<file path="src/rtl/alu_decode_stage.sv">
// Registered MIPS decode stage: instruction -> ALU/MDU control with valid/ready handshakes,
// an MDU busy interlock and a syscall halt latch. Optional illegal-instruction trap: ILLEGAL_TRAP_EN.
module alu_decode_stage #(
  parameter int ALUOP_W = 4,
  parameter int MDU_LAT = 4
) (
  input  logic               clk,
  input  logic               rst_n,
  input  logic               in_valid,
  output logic               in_ready,
  input  logic [31:0]        instr,
  output logic               out_valid,
  input  logic               out_ready,
  output logic [ALUOP_W-1:0] out_aluop,
  output logic               out_is_syscall,
  output logic               out_is_jr,
  output logic               out_is_shamt,
  output logic               out_is_mdu,
`ifdef ILLEGAL_TRAP_EN
  output logic               out_is_illegal,
`endif
  output logic               mdu_busy,
  output logic               halted,
  input  logic               resume,
  input  logic               flush
);

  localparam int CNT_W = $clog2(MDU_LAT + 1);

  // SLL doubles as the "no ALU work" code for jr, syscall, MDU ops and mfhi/mflo.
  typedef enum logic [3:0] {
    ALU_SLL  = 4'b0000,
    ALU_SRA  = 4'b0001,
    ALU_SRL  = 4'b0010,
    ALU_ADD  = 4'b0101,
    ALU_SUB  = 4'b0110,
    ALU_AND  = 4'b0111,
    ALU_OR   = 4'b1000,
    ALU_XOR  = 4'b1001,
    ALU_NOR  = 4'b1010,
    ALU_SLT  = 4'b1011,
    ALU_SLTU = 4'b1100
  } aluop_e;

  typedef struct packed {
    aluop_e aluop;
    logic   is_syscall;
    logic   is_jr;
    logic   is_shamt;
    logic   is_mdu;
    logic   is_mfhilo;
    logic   is_illegal;
  } dec_t;

  dec_t             dec;
  logic [CNT_W-1:0] mdu_cnt;
  logic             hazard;
  logic             accept;
  logic             halt_req;

  wire [5:0] op    = instr[31:26];
  wire [5:0] funct = instr[5:0];

  // NOTE: every field gets a default before the case, so no path leaves dec unassigned (no latch).
  always_comb begin
    dec = '0;
    case (op)
      6'b000000: begin
        case (funct)
          6'b100000: dec.aluop = ALU_ADD;
          6'b100010: dec.aluop = ALU_SUB;
          6'b100100: dec.aluop = ALU_AND;
          6'b100101: dec.aluop = ALU_OR;
          6'b100110: dec.aluop = ALU_XOR;
          6'b100111: dec.aluop = ALU_NOR;
          6'b101010: dec.aluop = ALU_SLT;
          6'b101011: dec.aluop = ALU_SLTU;
          6'b000000: begin dec.aluop = ALU_SLL; dec.is_shamt = 1'b1; end
          6'b000011: begin dec.aluop = ALU_SRA; dec.is_shamt = 1'b1; end
          6'b000010: begin dec.aluop = ALU_SRL; dec.is_shamt = 1'b1; end
          6'b001000: dec.is_jr      = 1'b1;
          6'b001100: dec.is_syscall = 1'b1;
          6'b011000, 6'b011001,
          6'b011010, 6'b011011: dec.is_mdu    = 1'b1;
          6'b010000, 6'b010010: dec.is_mfhilo = 1'b1;
          default:              dec.is_illegal = 1'b1;
        endcase
      end
      6'b001000, 6'b001001: dec.aluop = ALU_ADD;
      6'b001100:            dec.aluop = ALU_AND;
      6'b001101:            dec.aluop = ALU_OR;
      6'b001110:            dec.aluop = ALU_XOR;
      6'b001010:            dec.aluop = ALU_SLT;
      6'b001011:            dec.aluop = ALU_SLTU;
      default:              dec.is_illegal = 1'b1;
    endcase
  end

`ifdef ILLEGAL_TRAP_EN
  assign halt_req = dec.is_syscall | dec.is_illegal;
  logic unused_ok;
  assign unused_ok = ^instr[25:6];
`else
  assign halt_req = dec.is_syscall;
  logic unused_ok;
  assign unused_ok = ^{instr[25:6], dec.is_illegal};
`endif

  // mfhi/mflo must also wait: they read results the MDU is still producing.
  assign mdu_busy = (mdu_cnt != '0);
  assign hazard   = mdu_busy && (dec.is_mdu || dec.is_mfhilo);
  assign in_ready = (!out_valid || out_ready) && !halted && !hazard && !flush;
  assign accept   = in_valid && in_ready;

  // NOTE: sequential state uses non-blocking assignments so all registers update from pre-edge values.
  always_ff @(posedge clk or negedge rst_n) begin
    if (!rst_n) begin
      out_valid      <= 1'b0;
      out_aluop      <= '0;
      out_is_syscall <= 1'b0;
      out_is_jr      <= 1'b0;
      out_is_shamt   <= 1'b0;
      out_is_mdu     <= 1'b0;
`ifdef ILLEGAL_TRAP_EN
      out_is_illegal <= 1'b0;
`endif
      mdu_cnt        <= '0;
      halted         <= 1'b0;
    end else begin
      if (flush)          out_valid <= 1'b0;
      else if (accept)    out_valid <= 1'b1;
      else if (out_ready) out_valid <= 1'b0;

      if (accept) begin
        out_aluop      <= ALUOP_W'(dec.aluop);
        out_is_syscall <= dec.is_syscall;
        out_is_jr      <= dec.is_jr;
        out_is_shamt   <= dec.is_shamt;
        out_is_mdu     <= dec.is_mdu;
`ifdef ILLEGAL_TRAP_EN
        out_is_illegal <= dec.is_illegal;
`endif
      end

      if (accept && dec.is_mdu) mdu_cnt <= CNT_W'(MDU_LAT);
      else if (mdu_busy)        mdu_cnt <= mdu_cnt - CNT_W'(1);

      // The halting instruction itself still issues; only later ones are held off.
      if (accept && halt_req) halted <= 1'b1;
      else if (resume)        halted <= 1'b0;
    end
  end

endmodule

</file>
<file path="config.mk">
export PLATFORM = sky130hd
export DESIGN_NAME = alu_decode_stage
export DESIGN_NICKNAME = d
export VERILOG_FILES = /design/src/rtl/alu_decode_stage.sv
export SDC_FILE = /design/constraint.sdc
export NUM_CORES = 1
export LEC_CHECK = 0
export BUFFER_PORTS_ARGS = -buffer_cell sky130_fd_sc_hd__buf_2
export CORE_ASPECT_RATIO = 1.25
export CORE_UTILIZATION = 43
export CTS_BUF_LIST = sky130_fd_sc_hd__clkbuf_16
export DETAILED_ROUTE_END_ITERATION = 6
export GPL_TIMING_DRIVEN = 0
export PLACE_DENSITY = 0.86
export RECOVER_POWER = 25
export SETUP_SLACK_MARGIN = 0.02
export SYNTH_ARGS = -nofsm -noshare
export SYNTH_HDL_FRONTEND = slang
export SYNTH_SLANG_ARGS = --single-unit
export TNS_END_PERCENT = 20
</file>
<file path="constraint.sdc">
create_clock -name clk -period 2.3 [get_ports clk]
set_clock_uncertainty 0.15 [all_clocks]
set_input_delay 0.23 -clock clk [delete_from_list [all_inputs] [get_ports clk]]
set_output_delay 0.23 -clock clk [all_outputs]
set_load 0.01 [all_outputs]
</file>
==> impl_metrics.csv <==
group,metric,value,unit
global_routing,grt_max_degree,14,
finish,nFillCells,178,
timing,hold_ws,0.0273,ns
clock_tree,clk_pin_slew,0.04,ns
global_routing,grt_pass1_vias,817,
setup_path,crit_arrival,1.71,ns
timing,hold_viol_final,0,
setup_path,required,1.92,ns
timing,max_freq,477,MHz
timing,rsz0062_at_grt,"no",
setup_path,endpoint_kind,"primary output",
floorplan,die_w,43.2,um
worst_hold_path,holdPathStages,2,
floorplan,ios,50,
finish,layout_commonest_cell,"buf_2",
status,outcome,"finished, final reports clean",
clock_tree,clk_latency,0.24,ns
setup_path,path_buf_inv,3,
logic_synthesis,syn-instance-count,102,
worst_hold_path,whs_endpoint,"halted$_DFFE_PN0P_",
placed_design,dp.final_hpwl,1.60,mm
logic_synthesis,ys_seq_area_frac,0.357,
floorplan,rows,18,
global_routing,grt_antenna_before_repair,0,
clock_tree,postCtsSetupRepairBufs,0,
floorplan,die_area,0.00231,mm^2
drt,dr.pass1.iters,4,
floorplan,core_area,0.00198,mm^2
finish,num-nets-final,175,
global_routing,overflow,0,
placed_design,gp_congestion,0.878,
setup_path,crit_family,"simple AND/OR/NAND/NOR gates",
worst_hold_path,hp-start,"resume",
setup_path,regToRegEndpoint,"out_aluop[1]$_DFFE_PN0P_",
clock_tree,cts_tree,"built",
drt,routed-via-count,879,
worst_hold_path,hold_class,"in2reg",
placed_design,placedCellCount,149,
power_and_ir_drop,total_power,0.000846,W
setup_path,crit_chain,"inv_1, ha_1, nand2b_1, clkbuf_1, nand2_1, nor2_1, nor4_1, buf_2",
global_routing,grt_pass1_wl,3.36,mm
drt,via_per_inst,5.71,
clock_tree,cts-buffers-inserted,3,
global_routing,grt_usage,0.195,
logic_synthesis,ys_ff_latch,13,
drt,routedWlPerCell,13.5,um
setup_path,path_class,"reg2out",
logic_synthesis,netlist.area_leader.share,0.357,
finish,n_antenna_cell,0,
finish,stdcell_area,0.00116,mm^2
logic_synthesis,syn_avg_cell_area,8.93,um^2
drt,routed_wl,2.08,mm
placed_design,port_buffers,27,
logic_synthesis,synth_cell_types,43,
drt,dr.first_iter.drc_count,15,
finish,area_growth,27.6,%
power_and_ir_drop,p_leak,0.576,nW
timing,finalCriticalPeriod,2.09,ns
setup_path,r2r_slack,0.23,ns
logic_synthesis,syn_nets,142,
timing,setup_viol,0,
timing,relSlewSlack,0.530,
setup_path,r2r_cells,8,
timing,fin_crit_sh,0.911,
logic_synthesis,synth.area.top_cells,"dfrtp_1 (36%), nand2_1 (4.9%), inv_1 (3.7%)",
drt,drcViolationCount,0,
clock_tree,cts_buffer_depth,2,
setup_path,reg2reg_from,"mdu_cnt[0]$_DFFE_PN0P_",
clock_tree,clock_sinks,13,
finish,finish.cell_count_without_fillers,154,
setup_path,path_max_fanout,6,
timing,fin_setup_tns,0,ns
setup_path,crit_path_start_kind,"register",
placed_design,placed_area,0.00107,mm^2
setup_path,crit_path_top_delay_cell,"dfrtp_1",
logic_synthesis,syn_area,911,um^2
logic_synthesis,synth_area_leader_cell,"dfrtp_1",
timing,worst_slew_pin_slew,0.705,ns
finish,final_cell_mix,"buf_2 (28), dfrtp_1 (13), nand2_1 (12)",
power_and_ir_drop,peakVddDrop,0.353,mV
power_and_ir_drop,powerDensity,728,mW/mm^2
clock_tree,h-tree-depth,1,
logic_synthesis,ys_warn_count,0,
job,drv_cap,0,
floorplan,dieHeight,53.5,um
drt,antenna_left,0,
setup_path,slowest_delay,0.36,ns
floorplan,initial_core_util,0.460,
clock_tree,cts_root_buf,"clkbuf_16",
finish,layout-drive-gt1-share,0.321,
timing,slew_viol_final,0,
## registers in the layout, indices dropped and copies added (netlist names)
register,count
mdu_cnt,3
out_is_jr,1
out_is_shamt,1
out_valid,1
out_is_mdu,1
out_aluop,4
halted,1
out_is_syscall,1
## synth_stat cells, drive strengths merged
library cell	count
o21ai	7
or4b	1
nor2b	2
nand2b	5
or2	1
o21a	1
o21bai	1
xnor2	3
buf	2
o31a	1
o31ai	3
a21oi	1
mux2	1
xor2	2
nand2	13
clkbuf	2
inv	9
o32a	1
ha	2
a21o	1
and4b	1
nor4	2
nor2	9
a31oi	3
a31o	1
a211oi	2
nand4	1
or4	1
and3	2
a211o	1
nand4b	1
o2111ai	1
o32ai	2
nand3	1
dfrtp	13
a2bb2oi	1
o41ai	1
## timing repair
item                       4_1_cts  5_1_grt
hold endpoints to repair        13        0
setup endpoints to repair        0        8
gates resized for setup          0        1
hold buffers                     1        0
## power breakdown
part | total [W] | leakage [nW] | internal [W] | switching [W]
sequential | 0.000282 | 0.173 | 0.000264 | 0.0000178
combinational | 0.000239 | 0.361 | 0.000106 | 0.000133
clock | 0.000325 | 0.0423 | 0.000229 | 0.0000957
total | 0.000846 | 0.576 | 0.000599 | 0.000247
## worst register-to-register path, delay by kind of cell, from the launching register on
family | cells | cell delay (ns)
AOI/OAI and AO/OA | 2 | 0.43
buffers and inverters | 3 | 0.57
DFF | 1 | 0.36
adders and majority gates | 1 | 0.21
and+or+nand+nor | 2 | 0.21
## final cells by class
class,instances,area [um^2],share of cell area
Buffer,4,17.5,0.0151
Clock buffer,3,75.1,0.0646
Clock inverter,1,3.75,0.00323
Inverter,9,33.8,0.0291
Multi-Input combinational cell,76,538,0.463
Sequential cell,13,325,0.280
Tap cell,20,25.0,0.0215
Timing Repair Buffer,28,144,0.124
## metal layers
metal / GRT usage / vias to the layer above / wire length [um]
li1: - / 432 / -
met3: 0.0102 / 5 / 49
met4: 0.116 / 0 / 54
met1: 0.224 / 420 / 887
met5: 0 / - / 0
met2: 0.351 / 22 / 1090
## cell families (layout without fill, tap and decap cells)
group	after synthesis	in the layout	share of synthesized area
buf+inv	13	45	0.0563
xor+xnor	5	5	0.0481
simple gates	40	40	0.260
flops	13	13	0.357
compound gates	28	28	0.239
fa+ha+maj	2	2	0.0275
mux	1	1	0.0124
## worst max-delay path by stage
stage,startpoint,slack [ns],endpoint,cells past startpoint
6_report,mdu_cnt[0]$_DFFE_PN0P_,0.21,in_ready,8
2_1_floorplan,mdu_cnt[0]$_DFFE_PN0P_,0.28,out_aluop[2]$_DFFE_PN0P_,7
3_3_place_gp,mdu_cnt[0]$_DFFE_PN0P_,0.13,out_is_shamt$_DFFE_PN0P_,9
5_1_grt,mdu_cnt[0]$_DFFE_PN0P_,0.06,out_is_shamt$_DFFE_PN0P_,9
4_1_cts,mdu_cnt[0]$_DFFE_PN0P_,0.08,out_aluop[1]$_DFFE_PN0P_,8
3_5_place_dp,mdu_cnt[0]$_DFFE_PN0P_,0.08,out_aluop[1]$_DFFE_PN0P_,8
## per-stage QoR
| step | setup slack, ns | utilization |
|---|---|---|
| 6_report | 0.205 | 0.586 |
| 3_3_place_gp | 0.134 | 0.540 |
| 5_1_grt | 0.0626 | 0.586 |
| 3_5_place_dp | 0.0819 | 0.540 |
| 4_1_cts | 0.0750 | 0.585 |
| 2_1_floorplan | 0.276 | - |
(Power assumes the default switching activity.)
